[config.mk]
export PLATFORM = sky130hd
export DESIGN_NAME = if_stage_flat
export DESIGN_NICKNAME = d
export VERILOG_FILES = /design/src/rtl/if_stage_pkg.sv /design/src/rtl/if_stage_if.sv /design/src/rtl/if_stage_pc_sel.sv /design/src/rtl/if_stage.sv /design/src/flat_wrapper.sv
export SDC_FILE = /design/constraint.sdc
export NUM_CORES = 1
export LEC_CHECK = 0
export ABC_AREA = 1
export CAP_MARGIN = 15
export CORE_UTILIZATION = 38
export CTS_BUF_LIST = sky130_fd_sc_hd__clkbuf_8
export DETAILED_ROUTE_END_ITERATION = 6
export PLACE_DENSITY_LB_ADDON = 0.08
export SETUP_SLACK_MARGIN = 0.05
export SYNTH_ARGS = -nofsm -noshare
export SYNTH_HDL_FRONTEND = slang
export SYNTH_SLANG_ARGS = --single-unit
[constraint.sdc]
create_clock -name clk -period 1.4 [get_ports clk]
set_clock_uncertainty 0.2 [all_clocks]
set_input_delay 0.28 -clock clk [delete_from_list [all_inputs] [get_ports clk]]
set_output_delay 0.28 -clock clk [all_outputs]
set_load 0.02 [all_outputs]
[src/rtl/if_stage_pkg.sv]
// Shared definitions for the instruction-fetch stage: bubble encoding,
// FSM state encoding and next-PC select encoding.
package if_stage_pkg;

    localparam logic [15:0] NOP_INSTR = 16'h0000;

    typedef enum logic {
        RUN  = 1'b0,
        HALT = 1'b1
    } state_e;

    typedef enum logic [1:0] {
        SEL_SEQ,
        SEL_JUMP,
        SEL_BRANCH,
        SEL_HOLD
    } pc_sel_e;

endpackage

[src/rtl/if_stage_if.sv]
// Control inputs, instruction-memory port and IF/ID outputs of the fetch stage.
// The fetch stage itself connects through the slave modport.
interface if_stage_if #(
    parameter int DATA_WIDTH = 16,
    parameter int ADDR_WIDTH = 8
);
    logic                  stall_IF_i;
    logic                  stall_IF_ID_i;
    logic                  flush_IF_ID_i;
    logic                  Jump_i;
    logic [ADDR_WIDTH-1:0] jumpAddr_i;
    logic                  branch_taken_i;
    logic [ADDR_WIDTH-1:0] branch_target_i;
    logic                  Stop_i;
    logic [ADDR_WIDTH-1:0] im_addr_o;
    logic [DATA_WIDTH-1:0] im_rdata_i;
    logic [ADDR_WIDTH-1:0] PCD_o;
    logic [DATA_WIDTH-1:0] instrD_o;
    logic                  halted_o;

    modport master (
        output stall_IF_i, stall_IF_ID_i, flush_IF_ID_i, Jump_i, jumpAddr_i,
               branch_taken_i, branch_target_i, Stop_i, im_rdata_i,
        input  im_addr_o, PCD_o, instrD_o, halted_o
    );

    modport slave (
        input  stall_IF_i, stall_IF_ID_i, flush_IF_ID_i, Jump_i, jumpAddr_i,
               branch_taken_i, branch_target_i, Stop_i, im_rdata_i,
        output im_addr_o, PCD_o, instrD_o, halted_o
    );

endinterface

[src/rtl/if_stage_pc_sel.sv]
// Combinational next-PC mux. The branch wins over everything because it is
// the oldest instruction in flight; HALT freezes the PC.
module if_stage_pc_sel
    import if_stage_pkg::*;
#(
    parameter int ADDR_WIDTH = 8
) (
    input  logic                  i_halted,
    input  logic                  i_branch_taken,
    input  logic [ADDR_WIDTH-1:0] i_branch_target,
    input  logic                  i_stall,
    input  logic                  i_stop,
    input  logic                  i_jump,
    input  logic [ADDR_WIDTH-1:0] i_jump_addr,
    input  logic [ADDR_WIDTH-1:0] i_pc,
    output logic [ADDR_WIDTH-1:0] o_next_pc
);

    pc_sel_e w_sel;

    // NOTE: every always_comb output gets a default first so no path leaves it unassigned (no latch).
    always_comb begin
        w_sel = SEL_SEQ;
        if (i_halted)            w_sel = SEL_HOLD;
        else if (i_branch_taken) w_sel = SEL_BRANCH;
        else if (i_stall)        w_sel = SEL_HOLD;
        else if (i_stop)         w_sel = SEL_HOLD;
        else if (i_jump)         w_sel = SEL_JUMP;
    end

    always_comb begin
        o_next_pc = i_pc;
        case (w_sel)
            SEL_SEQ:    o_next_pc = i_pc + ADDR_WIDTH'(1);
            SEL_JUMP:   o_next_pc = i_jump_addr;
            SEL_BRANCH: o_next_pc = i_branch_target;
            SEL_HOLD:   o_next_pc = i_pc;
            default:    o_next_pc = i_pc;
        endcase
    end

endmodule

[src/rtl/if_stage.sv]
// Instruction-fetch stage: program counter, IF/ID pipeline register and
// RUN/HALT state machine. Memory read is combinational on the current PC.
module if_stage
    import if_stage_pkg::*;
#(
    parameter int                    DATA_WIDTH = 16,
    parameter int                    ADDR_WIDTH = 8,
    parameter logic [DATA_WIDTH-1:0] NOP_INSTR  = if_stage_pkg::NOP_INSTR
) (
    input  logic       clk,
    input  logic       rst,
    if_stage_if.slave  bus
);

    logic [ADDR_WIDTH-1:0] r_pc;
    logic [ADDR_WIDTH-1:0] r_pcd;
    logic [DATA_WIDTH-1:0] r_instr;
    state_e                r_state;

    logic [ADDR_WIDTH-1:0] w_next_pc;
    logic [ADDR_WIDTH-1:0] w_pcd_nxt;
    logic [DATA_WIDTH-1:0] w_instr_nxt;
    state_e                w_state_nxt;

    if_stage_pc_sel #(
        .ADDR_WIDTH (ADDR_WIDTH)
    ) u_pc_sel (
        .i_halted        (r_state == HALT),
        .i_branch_taken  (bus.branch_taken_i),
        .i_branch_target (bus.branch_target_i),
        .i_stall         (bus.stall_IF_i),
        .i_stop          (bus.Stop_i),
        .i_jump          (bus.Jump_i),
        .i_jump_addr     (bus.jumpAddr_i),
        .i_pc            (r_pc),
        .o_next_pc       (w_next_pc)
    );

    always_comb begin
        w_state_nxt = r_state;
        w_pcd_nxt   = r_pcd;
        w_instr_nxt = r_instr;
        case (r_state)
            RUN: begin
                if (bus.branch_taken_i) begin
                    w_pcd_nxt   = '0;
                    w_instr_nxt = NOP_INSTR;
                end else if (bus.stall_IF_ID_i) begin
                    w_pcd_nxt   = r_pcd;
                    w_instr_nxt = r_instr;
                end else if (bus.flush_IF_ID_i || bus.Jump_i || bus.Stop_i) begin
                    w_pcd_nxt   = '0;
                    w_instr_nxt = NOP_INSTR;
                end else begin
                    w_pcd_nxt   = r_pc;
                    w_instr_nxt = bus.im_rdata_i;
                end
                // A stalled Stop is not accepted; it is re-evaluated next cycle.
                if (!bus.branch_taken_i && !bus.stall_IF_i && bus.Stop_i)
                    w_state_nxt = HALT;
            end
            HALT: begin
                w_pcd_nxt   = '0;
                w_instr_nxt = NOP_INSTR;
            end
            default: w_state_nxt = RUN;
        endcase
    end

    // NOTE: sequential state uses non-blocking assignments so every register samples pre-edge values.
    always_ff @(posedge clk) begin
        if (rst) begin
            r_pc    <= '0;
            r_pcd   <= '0;
            r_instr <= NOP_INSTR;
            r_state <= RUN;
        end else begin
            r_pc    <= w_next_pc;
            r_pcd   <= w_pcd_nxt;
            r_instr <= w_instr_nxt;
            r_state <= w_state_nxt;
        end
    end

    assign bus.im_addr_o = r_pc;
    assign bus.PCD_o     = r_pcd;
    assign bus.instrD_o  = r_instr;
    assign bus.halted_o  = (r_state == HALT);

endmodule

[src/flat_wrapper.sv]
// flat-port wrapper written by rule: the top's interface ports become plain ports
module if_stage_flat import if_stage_pkg::*;
#(
    parameter int                    DATA_WIDTH = 16,
    parameter int                    ADDR_WIDTH = 8,
    parameter logic [DATA_WIDTH-1:0] NOP_INSTR  = if_stage_pkg::NOP_INSTR
)
  (clk, rst, bus_stall_IF_i, bus_stall_IF_ID_i, bus_flush_IF_ID_i, bus_Jump_i, bus_jumpAddr_i, bus_branch_taken_i, bus_branch_target_i, bus_Stop_i, bus_im_rdata_i, bus_im_addr_o, bus_PCD_o, bus_instrD_o, bus_halted_o);
  if_stage_if #(.DATA_WIDTH(DATA_WIDTH), .ADDR_WIDTH(ADDR_WIDTH)) bus_i ();
  input  logic clk;
  input  logic rst;
  input wire logic [$bits(bus_i.stall_IF_i)-1:0] bus_stall_IF_i;
  input wire logic [$bits(bus_i.stall_IF_ID_i)-1:0] bus_stall_IF_ID_i;
  input wire logic [$bits(bus_i.flush_IF_ID_i)-1:0] bus_flush_IF_ID_i;
  input wire logic [$bits(bus_i.Jump_i)-1:0] bus_Jump_i;
  input wire logic [$bits(bus_i.jumpAddr_i)-1:0] bus_jumpAddr_i;
  input wire logic [$bits(bus_i.branch_taken_i)-1:0] bus_branch_taken_i;
  input wire logic [$bits(bus_i.branch_target_i)-1:0] bus_branch_target_i;
  input wire logic [$bits(bus_i.Stop_i)-1:0] bus_Stop_i;
  input wire logic [$bits(bus_i.im_rdata_i)-1:0] bus_im_rdata_i;
  output wire logic [$bits(bus_i.im_addr_o)-1:0] bus_im_addr_o;
  output wire logic [$bits(bus_i.PCD_o)-1:0] bus_PCD_o;
  output wire logic [$bits(bus_i.instrD_o)-1:0] bus_instrD_o;
  output wire logic [$bits(bus_i.halted_o)-1:0] bus_halted_o;
  assign bus_i.stall_IF_i = bus_stall_IF_i;
  assign bus_i.stall_IF_ID_i = bus_stall_IF_ID_i;
  assign bus_i.flush_IF_ID_i = bus_flush_IF_ID_i;
  assign bus_i.Jump_i = bus_Jump_i;
  assign bus_i.jumpAddr_i = bus_jumpAddr_i;
  assign bus_i.branch_taken_i = bus_branch_taken_i;
  assign bus_i.branch_target_i = bus_branch_target_i;
  assign bus_i.Stop_i = bus_Stop_i;
  assign bus_i.im_rdata_i = bus_im_rdata_i;
  assign bus_im_addr_o = bus_i.im_addr_o;
  assign bus_PCD_o = bus_i.PCD_o;
  assign bus_instrD_o = bus_i.instrD_o;
  assign bus_halted_o = bus_i.halted_o;
  if_stage #(.DATA_WIDTH(DATA_WIDTH), .ADDR_WIDTH(ADDR_WIDTH), .NOP_INSTR(NOP_INSTR)) u_core (.clk(clk), .rst(rst), .bus(bus_i));
endmodule
==> impl_metrics.toml, run 1 <==
[sta]
relSlewSlack_pct = 83.9
rsz0062_at_grt = "yes"
hold_viol_final = 0
fmax_mhz = 691
finalCritPeriodShare_pct = 103
setup_slack_ns = -0.0481
post-route-min-period_ns = 1.45
finalSetupViolations = 29
maxSlewViolCount = 0
tightest_slew_ns = 0.241

[hold_path]
hold_class = "input port to flip-flop"

[clock_tree]
clockBufferDepth = 2
numCtsBuffers = 5
cts_root_buf = "clkbuf_8"
ctsHtreeMaxLevel = 2
clk_pin_slew_ns = 0.07
clkSinkCount = 33
cts_tree = "built"
clock_latency_ns = 0.28
postCtsHoldBufs = 0

[synthesis]
syn_avg_cell_area_um2 = 6.88
synth_compound_area_share_pct = 16.2
yosys.area_share.adder_pct = 0.798
synth_fp_nets = 269
synth-xor-area-share_pct = 1.68
syn-cell-area_mm2 = 0.00157
yosys_warnings = 0
yosysTopAreaCellShare_pct = 42.1
synth-seq-cells = 33
synthTopCellsByArea = "dfxtp_1 (42%), nand2_1 (15%), a21oi_1 (10%)"
seq_area_frac_synth_pct = 42.1
yosys.area.top_type = "dfxtp_1"
synthMuxAreaShare_pct = 0
netlist-cell-type-count = 26
synth_top_family_by_area = "simple AND/OR/NAND/NOR gates"
syn_inst = 228
synth_simple_gate_area_share_pct = 31.4

[critical_path]
worstPathMaxFanout = 6
end_kind = "flip-flop"
slowest_delay_ns = 0.38
path_cells = "buf_6 -> nor2_1 -> nand2_1 -> nor3_2 -> buf_4 -> nand2_1 -> a21oi_2"
worstSetupStartpointType = "flip-flop"
cp_slowest_cell = "dfxtp_4"
arrival_ns = 1.48
worst_path_most_repeated_cell = "nand2_1"
critical_path_class = "flip-flop to flip-flop"
cp.required_ns = 1.43

[grt]
gr-total-overflow = 0
antenna_found_initial = 0
grt_pass1_wl_mm = 7.80
grt_max_degree = 19
first_global_vias = 1727
track_usage_pct = 23.8

[cells_and_area]
layout-drive-gt1-share_pct = 40.0
area_growth_pct = 78.9
final_area_mm2 = 0.00280
finalNetCount = 370
n_antenna_cell = 0
num-fill-cells = 332

[power_and_ir_drop]
p_leak_uw = 0.00130
powerDensity_mw_per_mm2 = 821
peakVddDrop_mv = 0.512

[floorplan]
rows = 22
dieArea_mm2 = 0.00439
start_util_pct = 41.3
io_pins = 73
die_x_um = 66.2
core_mm2 = 0.00380
die_y_um = 66.2

[placement]
hpwlAfterDp_mm = 3.26
io_buffers = 72
finalWeightedCongestion = 0.792
placed_area_mm2 = 0.00254
dp_slack_ns = -0.457

[route]
vias = 1862
drt-vias-per-instance = 4.93
postRouteWirelength_mm = 5.10
avgRoutedWirePerCell_um = 13.5
drc = 0
drt_iter0_drc = 69
dr.pass1.iters = 4
ant_nets = 0

[job]
max_cap_violations = 0

[run_status]
status = "finished, violations left"
violations = "negative setup slack"
[timing repair]
action / 4_1_cts / 5_1_grt
cloned: 2 / 0
gates resized for setup: 171 / 43
endpoints found under the hold margin: 0 / 0
pin swaps: 20 / 28
buffers inserted: 5 / 1
setup endpoints to repair: 65 / 33
[cells in the mapped netlist, drive strengths merged]
library cell and count:
xor2 3, nor2 23, o21a 2, nand3 21, nor3 2, clkinv 1
inv 21, a21oi 33, a211oi 1, nand4 3, nand3b 1, buf 5
nand2 64, dfxtp 33, o21ai 11, clkbuf 3, ha 1
[flip-flops by register name, summed over array words and instances, names as in the netlist]
name	flops
u_core.bus.PCD_o	8
u_core.bus.im_addr_o	8
u_core.bus.instrD_o	16
u_core.bus.halted_o	1
[metrics by stage]
stage | std cells | hold WS, ns | setup TNS (ns) | total power (uW) | util (%)
global route | 378 | 0.273 | -2.62 | 2410 | 73.8
detailed placement | 362 | 0.253 | -13.39 | 1540 | 66.9
finish | 378 | 0.247 | -0.791 | 2300 | 73.8
floorplan | 228 | 0.224 | 0 | 1250 | -
CTS | 377 | 0.229 | -0.151 | 2270 | 69.4
global placement | 362 | 0.246 | -12.37 | 1540 | 66.9
[cell type report]
type	instances	area, um2	area share, %
Multi-Input combinational cell	165	1020	36.4
Timing Repair Buffer	102	883	31.5
Inverter	22	85.1	3.03
Tap cell	48	60.1	2.14
Clock inverter	3	13.8	0.491
Clock buffer	5	68.8	2.45
Sequential cell	33	672	24.0
[cells by family (layout without fill, tap and decap cells)]
family / after synthesis / in the layout
simple gates: 114 / 114
fa+ha+maj: 1 / 1
compound gates: 47 / 47
buf+inv: 30 / 132
xor+xnor: 3 / 3
flops: 33 / 33
[final timing paths]
| path | start | endpoint | slack, ns | cells past startpoint |
|---|---|---|---|---|
| worst min-delay path | bus_stall_IF_i | u_core.bus.halted_o | 0.25 | 4 |
| worst max register to register | u_core.bus.halted_o | u_core.bus.instrD_o[15] | -0.05 | 7 |
| worst max-delay path | u_core.bus.halted_o | u_core.bus.instrD_o[15] | -0.05 | 7 |
| worst min register to register | u_core.bus.instrD_o[8] | u_core.bus.instrD_o[8] | 0.26 | 2 |
[worst max-delay path: cells and delay by family, from the launching register on]
family,cells,cell delay (ns)
and+or+nand+nor,4,0.38
AOI/OAI and AO/OA,1,0.12
buffers and inverters,2,0.31
DFF,1,0.38
[power by group]
part | leakage (uW) | total (uW) | internal (uW) | switching, uW
clock | 0.0000491 | 693 | 337 | 356
combinational | 0.000979 | 612 | 305 | 307
sequential | 0.000270 | 996 | 969 | 26.4
[layout by cell type (no fill, tap or decap), types with 2 or more instances in the layout]
cell | netlist | routed
nand2_1 | 62 | 43
clkdlybuf4s50_1 | 0 | 35
buf_2 | 4 | 33
dfxtp_1 | 33 | 30
inv_1 | 18 | 19
nand3_1 | 20 | 18
a21oi_2 | 0 | 18
buf_4 | 1 | 17
nor2_1 | 21 | 16
a21oi_1 | 32 | 14
nand2_2 | 2 | 12
nand2_4 | 0 | 9
buf_6 | 0 | 8
o21ai_1 | 1 | 6
clkbuf_8 | 0 | 5
nor2_2 | 1 | 4
dlygate4sd2_1 | 0 | 4
nor2_4 | 1 | 3
nand4_1 | 3 | 3
xor2_1 | 3 | 3
o21ai_2 | 0 | 3
buf_12 | 0 | 3
dfxtp_4 | 0 | 3
nand3_2 | 1 | 2
inv_2 | 3 | 2
o21a_1 | 2 | 2
o21ai_0 | 10 | 2
clkinv_2 | 0 | 2
buf_16 | 0 | 2
[per-layer routing]
metal / share of wire [%] / vias up / track usage (%)
met5: 0 / - / 0
met3: 4.7 / 7 / 5.00
li1: - / 944 / -
met2: 46 / 52 / 39.9
met1: 48 / 859 / 30.4
met4: 1.0 / 0 / 7.18
(Power assumes the default switching activity.)
==> inputs of run 2 (changes only) <==
--- a/config.mk
+++ b/config.mk
@@ -10,7 +10,7 @@
 export CORE_UTILIZATION = 38
 export CTS_BUF_LIST = sky130_fd_sc_hd__clkbuf_8
 export DETAILED_ROUTE_END_ITERATION = 6
-export PLACE_DENSITY_LB_ADDON = 0.08
+export PLACE_DENSITY = 0.78
 export SETUP_SLACK_MARGIN = 0.05
 export SYNTH_ARGS = -nofsm -noshare
 export SYNTH_HDL_FRONTEND = slang
==> impl_metrics.toml, run 2 (same netlist as run 1, synthesis figures left out) <==
[run_status]
status = "finished, violations left"
violations = "negative setup slack"

[route]
drc = 0
drt_iter0_drc = 90
drt-vias-per-instance = 5.11
vias = 1918
avgRoutedWirePerCell_um = 13.8
dr.pass1.iters = 4
ant_nets = 0
postRouteWirelength_mm = 5.18

[grt]
gr-total-overflow = 0
first_global_vias = 1841
track_usage_pct = 24.2
antenna_found_initial = 0
grt_max_degree = 19
grt_pass1_wl_mm = 8.15

[placement]
dp_slack_ns = -0.505
finalWeightedCongestion = 0.796
hpwlAfterDp_mm = 3.17
placed_area_mm2 = 0.00251
io_buffers = 72

[clock_tree]
clock_latency_ns = 0.28
postCtsHoldBufs = 0
cts_tree = "built"
ctsHtreeMaxLevel = 2
numCtsBuffers = 5
clk_pin_slew_ns = 0.07
clkSinkCount = 33
clockBufferDepth = 2
cts_root_buf = "clkbuf_8"

[cells_and_area]
n_antenna_cell = 0
largest_register_ffs = 16
area_growth_pct = 73.7
num-fill-cells = 310
layout_common_cells = "nand2_1 (48), clkdlybuf4s50_1 (35), buf_2 (32)"
layout-drive-gt1-share_pct = 36.4
finalNetCount = 367
final_area_mm2 = 0.00272
final_core_util_pct = 71.7
final_common_cell = "nand2_1"

[power_and_ir_drop]
powerDensity_mw_per_mm2 = 922
peakVddDrop_mv = 0.654
p_leak_uw = 0.00121

[floorplan]
rows = 22
die_y_um = 66.2
die_x_um = 66.2
dieArea_mm2 = 0.00439
start_util_pct = 41.3
io_pins = 73
core_mm2 = 0.00380

[critical_path]
r2r_cells = 6
worst_path_most_repeated_cell = "buf_6"
ff2ff_setup_slack_ns = -0.08
path_cells = "buf_6 -> nor2_4 -> buf_6 -> a21oi_4 -> nand2_2 -> a21oi_2"
worstPathMaxFanout = 7
critical_path_class = "flip-flop to flip-flop"
end_kind = "flip-flop"
r2r_end = "u_core.bus.im_addr_o[2]"
slowest_delay_ns = 0.40
cp.required_ns = 1.40
cp_slowest_cell = "dfxtp_4"
worstSetupStartpointType = "flip-flop"
arrival_ns = 1.48
worstReg2RegStart = "u_core.bus.halted_o"

[sta]
setup_slack_ns = -0.0814
tns_ns = -1.36
post-route-min-period_ns = 1.48
finalCritPeriodShare_pct = 106
fmax_mhz = 675
finalSetupViolations = 32
relSlewSlack_pct = 81.0
tightest_slew_ns = 0.284
maxSlewViolCount = 0
rsz0062_at_grt = "yes"
hold_viol_final = 0

[hold_path]
hold-path-endpoint = "u_core.bus.PCD_o[3]"
min_from = "u_core.bus.PCD_o[3]"
holdPathStages = 2
hold_class = "flip-flop to flip-flop"

[job]
max_cap_violations = 0
-- run 2: worst max path at each step --
stage,start,to
floorplan,u_core.bus.halted_o,u_core.bus.PCD_o[3]
global placement,bus_branch_taken_i,u_core.bus.im_addr_o[0]
detailed placement,bus_branch_taken_i,u_core.bus.im_addr_o[0]
CTS,u_core.bus.halted_o,u_core.bus.instrD_o[5]
global route,u_core.bus.halted_o,u_core.bus.instrD_o[5]
finish,u_core.bus.halted_o,u_core.bus.im_addr_o[2]
-- run 2: power breakdown --
part           switching, uW  internal [uW]
Sequential              27.0            969
Clock                    347            573
Combinational            309            287
-- run 2: cell type report --
type,instances,area [um2],share of cell area [%]
multi-input combinational,166,962,35.3
timing repair buffer,98,831,30.5
sequential,33,672,24.7
clock buffer,6,82.6,3.03
inverter,22,82.6,3.03
tap,48,60.1,2.20
clock inverter,2,33.8,1.24
-- run 2: metrics by stage --
stage | power (uW) | hold slack (ns) | std cells
after global placement | 1530 | 0.250 | 358
final | 2510 | 0.256 | 375
after detailed placement | 1530 | 0.254 | 358
after global routing | 2610 | 0.278 | 375
after floorplan | 1250 | 0.224 | 228
after CTS | 2470 | 0.233 | 374
-- run 2: layer usage --
layer	vias to the layer above	track usage [%]	part of all wire, %
met5	-	0	0
met4	0	7.45	1.8
met3	10	5.34	7.2
met2	76	40.3	47
met1	892	30.9	44
li1	940	-	-
-- run 2: worst max-delay path, delay by kind of cell (launching register included) --
kind,cells,cell delay [ns]
flops,1,0.40
compound gates,2,0.41
buf+inv,2,0.26
simple gates,2,0.13
-- run 2: timing repair --
action / in CTS / in global routing
gates resized for setup: 150 / 39
gates cloned: 3 / 0
pin swaps: 18 / 25
setup buffers: 5 / 2
endpoints found under the setup margin: 65 / 34
==> inputs of run 3 (changes only) <==
--- a/config.mk
+++ b/config.mk
@@ -6,11 +6,13 @@
 export NUM_CORES = 1
 export LEC_CHECK = 0
 export ABC_AREA = 1
+export ABC_CLOCK_PERIOD_IN_PS = 1400
 export CAP_MARGIN = 15
-export CORE_UTILIZATION = 38
+export CORE_UTILIZATION = 58
 export CTS_BUF_LIST = sky130_fd_sc_hd__clkbuf_8
 export DETAILED_ROUTE_END_ITERATION = 6
-export PLACE_DENSITY = 0.78
+export DONT_BUFFER_PORTS = 1
+export PLACE_DENSITY = 0.76
 export SETUP_SLACK_MARGIN = 0.05
 export SYNTH_ARGS = -nofsm -noshare
 export SYNTH_HDL_FRONTEND = slang
==> impl_metrics.toml, run 3 (same netlist as run 1, synthesis figures left out) <==
[floorplan]
io_pins = 73
rows = 18
die_y_um = 54.0
core_mm2 = 0.00252
start_util_pct = 62.2
die_x_um = 54.0
dieArea_mm2 = 0.00291

[critical_path]
cp_slowest_cell = "dfxtp_4"
cp.required_ns = 1.37
r2r_cells = 8
arrival_ns = 1.46
slowest_delay_ns = 0.40
end_kind = "flip-flop"
path_cells = "nor2_4 -> nand2_4 -> nand3_4 -> nand2_2 -> inv_2 -> nand2_1 -> nor2_1 -> nor2_1"
worstSetupStartpointType = "flip-flop"
worst_path_most_repeated_cell = "nor2_1"
r2r_end = "u_core.bus.im_addr_o[0]"
critical_path_class = "flip-flop to flip-flop"
ff2ff_setup_slack_ns = -0.09
worstReg2RegStart = "u_core.bus.halted_o"
worstPathMaxFanout = 7

[route]
wl_met3_um = 513
vias = 1780
ant_nets = 0
postRouteWirelength_mm = 5.51
highest_layer = "met4"
dr.pass1.iters = 5
drt-vias-per-instance = 6.33
wl_met2_mm = 2.76
wl_met1_mm = 2.00
drc = 0
avgRoutedWirePerCell_um = 19.6
drt_iter0_drc = 66

[cells_and_area]
n_antenna_cell = 0
layout-drive-gt1-share_pct = 40.6
final_area_mm2 = 0.00222
final_common_cell = "nand2_1"
layout_common_cells = "nand2_1 (55), dfxtp_1 (28), a21oi_2 (22)"
finalNetCount = 291
area_growth_pct = 41.8
largest_register_ffs = 16

[sta]
tightest_slew_ns = 0.292
finalCritPeriodShare_pct = 106
post-route-min-period_ns = 1.49
relSlewSlack_pct = 80.5
maxSlewViolCount = 0
finalSetupViolations = 13
rsz0062_at_grt = "yes"
fmax_mhz = 671
hold_viol_final = 25
whs_ns = -0.154
setup_slack_ns = -0.0903

[clock_tree]
clkSinkCount = 33
clk_pin_slew_ns = 0.08
ctsHtreeMaxLevel = 2
clock_latency_ns = 0.29
cts_tree = "built"
clockBufferDepth = 2
numCtsBuffers = 5
cts_root_buf = "clkbuf_8"

[power_and_ir_drop]
peakVddDrop_mv = 0.811
powerDensity_mw_per_mm2 = 970
p_leak_uw = 0.000853

[placement]
hpwlAfterDp_mm = 2.65
dp_slack_ns = -0.0578
io_buffers = 0
finalWeightedCongestion = 0.899
placed_area_mm2 = 0.00173

[grt]
antenna_found_initial = 0
gr-total-overflow = 0
grt_pass1_wl_mm = 5.49
first_global_vias = 1360
grt_max_degree = 27
track_usage_pct = 26.8

[hold_path]
hold-path-endpoint = "u_core.bus.instrD_o[10]"
holdPathStages = 1
hold_class = "input port to flip-flop"
min_from = "rst"

[run_status]
status = "finished, violations left"
violations = "negative hold slack, negative setup slack"

[job]
max_cap_violations = 0
## run 3: cell count changes in the layout (fill, tap and decap cells not counted), moves of 4 or more
cell             before  now
nand2_2              14    5
nand2_1              48   55
nand3_2               1   15
buf_2                32    0
nand3_1              20    2
a21oi_1              18   10
a21oi_2              14   22
nor2_2                6    2
nand3_4               1    5
clkdlybuf4s50_1      35    0
dlygate4sd2_1         4    0
## run 3: worst max-delay path, delay by kind of cell (launching register included)
family	cells	cell delay, ns
buffers and inverters	1	0.06
flip-flops	1	0.40
AND/OR/NAND/NOR	7	0.70
## run 3: how the worst max path moves through the flow
| stage | startpoint | endpoint | slack [ns] | depth (start not counted) |
|---|---|---|---|---|
| floorplan | u_core.bus.halted_o | u_core.bus.PCD_o[3] | 0.03 | 5 |
| global placement | u_core.bus.halted_o | u_core.bus.im_addr_o[1] | -0.006 | 6 |
| detailed placement | u_core.bus.halted_o | u_core.bus.im_addr_o[0] | -0.06 | 8 |
| CTS | u_core.bus.halted_o | u_core.bus.instrD_o[0] | 0.03 | 6 |
| global route | u_core.bus.halted_o | u_core.bus.im_addr_o[0] | -0.10 | 8 |
| finish | u_core.bus.halted_o | u_core.bus.im_addr_o[0] | -0.09 | 8 |
## run 3: timing repair
action                     CTS  global route
hold endpoints to repair    25            25
cloned                       1             2
resized for setup           12            68
setup endpoints to repair   14            34
setup buffers                3             1
pin swaps                   11            14
## run 3: power breakdown
group          switching, uW  total (uW)  internal [uW]  leakage [uW]
registers               43.3        1010            971      0.000271
clock network            367         712            344     0.0000482
logic                    267         431            164      0.000534
total                    678        2160           1480      0.000853
## run 3: area by class of cell
cell class	count	area [um2]
Clock buffer	5	68.8
Clock inverter	3	16.3
Fill cell	119	299
Inverter	22	88.8
Multi-Input combinational cell	166	1100
Sequential cell	33	677
Tap cell	30	37.5
Timing Repair Buffer	22	235
## run 3: stage by stage
step	util (%)	cells	setup TNS [ns]	power, uW	hold WS (ns)
after floorplan	-	228	0	1250	0.224
after CTS	75.1	278	0	2040	-0.143
final	88.1	281	-0.337	2160	-0.154
after global routing	88.1	281	-1.15	2220	-0.156
after global placement	68.5	266	-0.00627	1320	0.152
after detailed placement	68.5	266	-0.258	1330	0.155
## run 3: per-layer routing
metal	vias up	GRT usage [%]
met3	30	9.60
met4	0	11.5
met2	120	46.5
met1	841	29.0
met5	-	0
li1	789	-
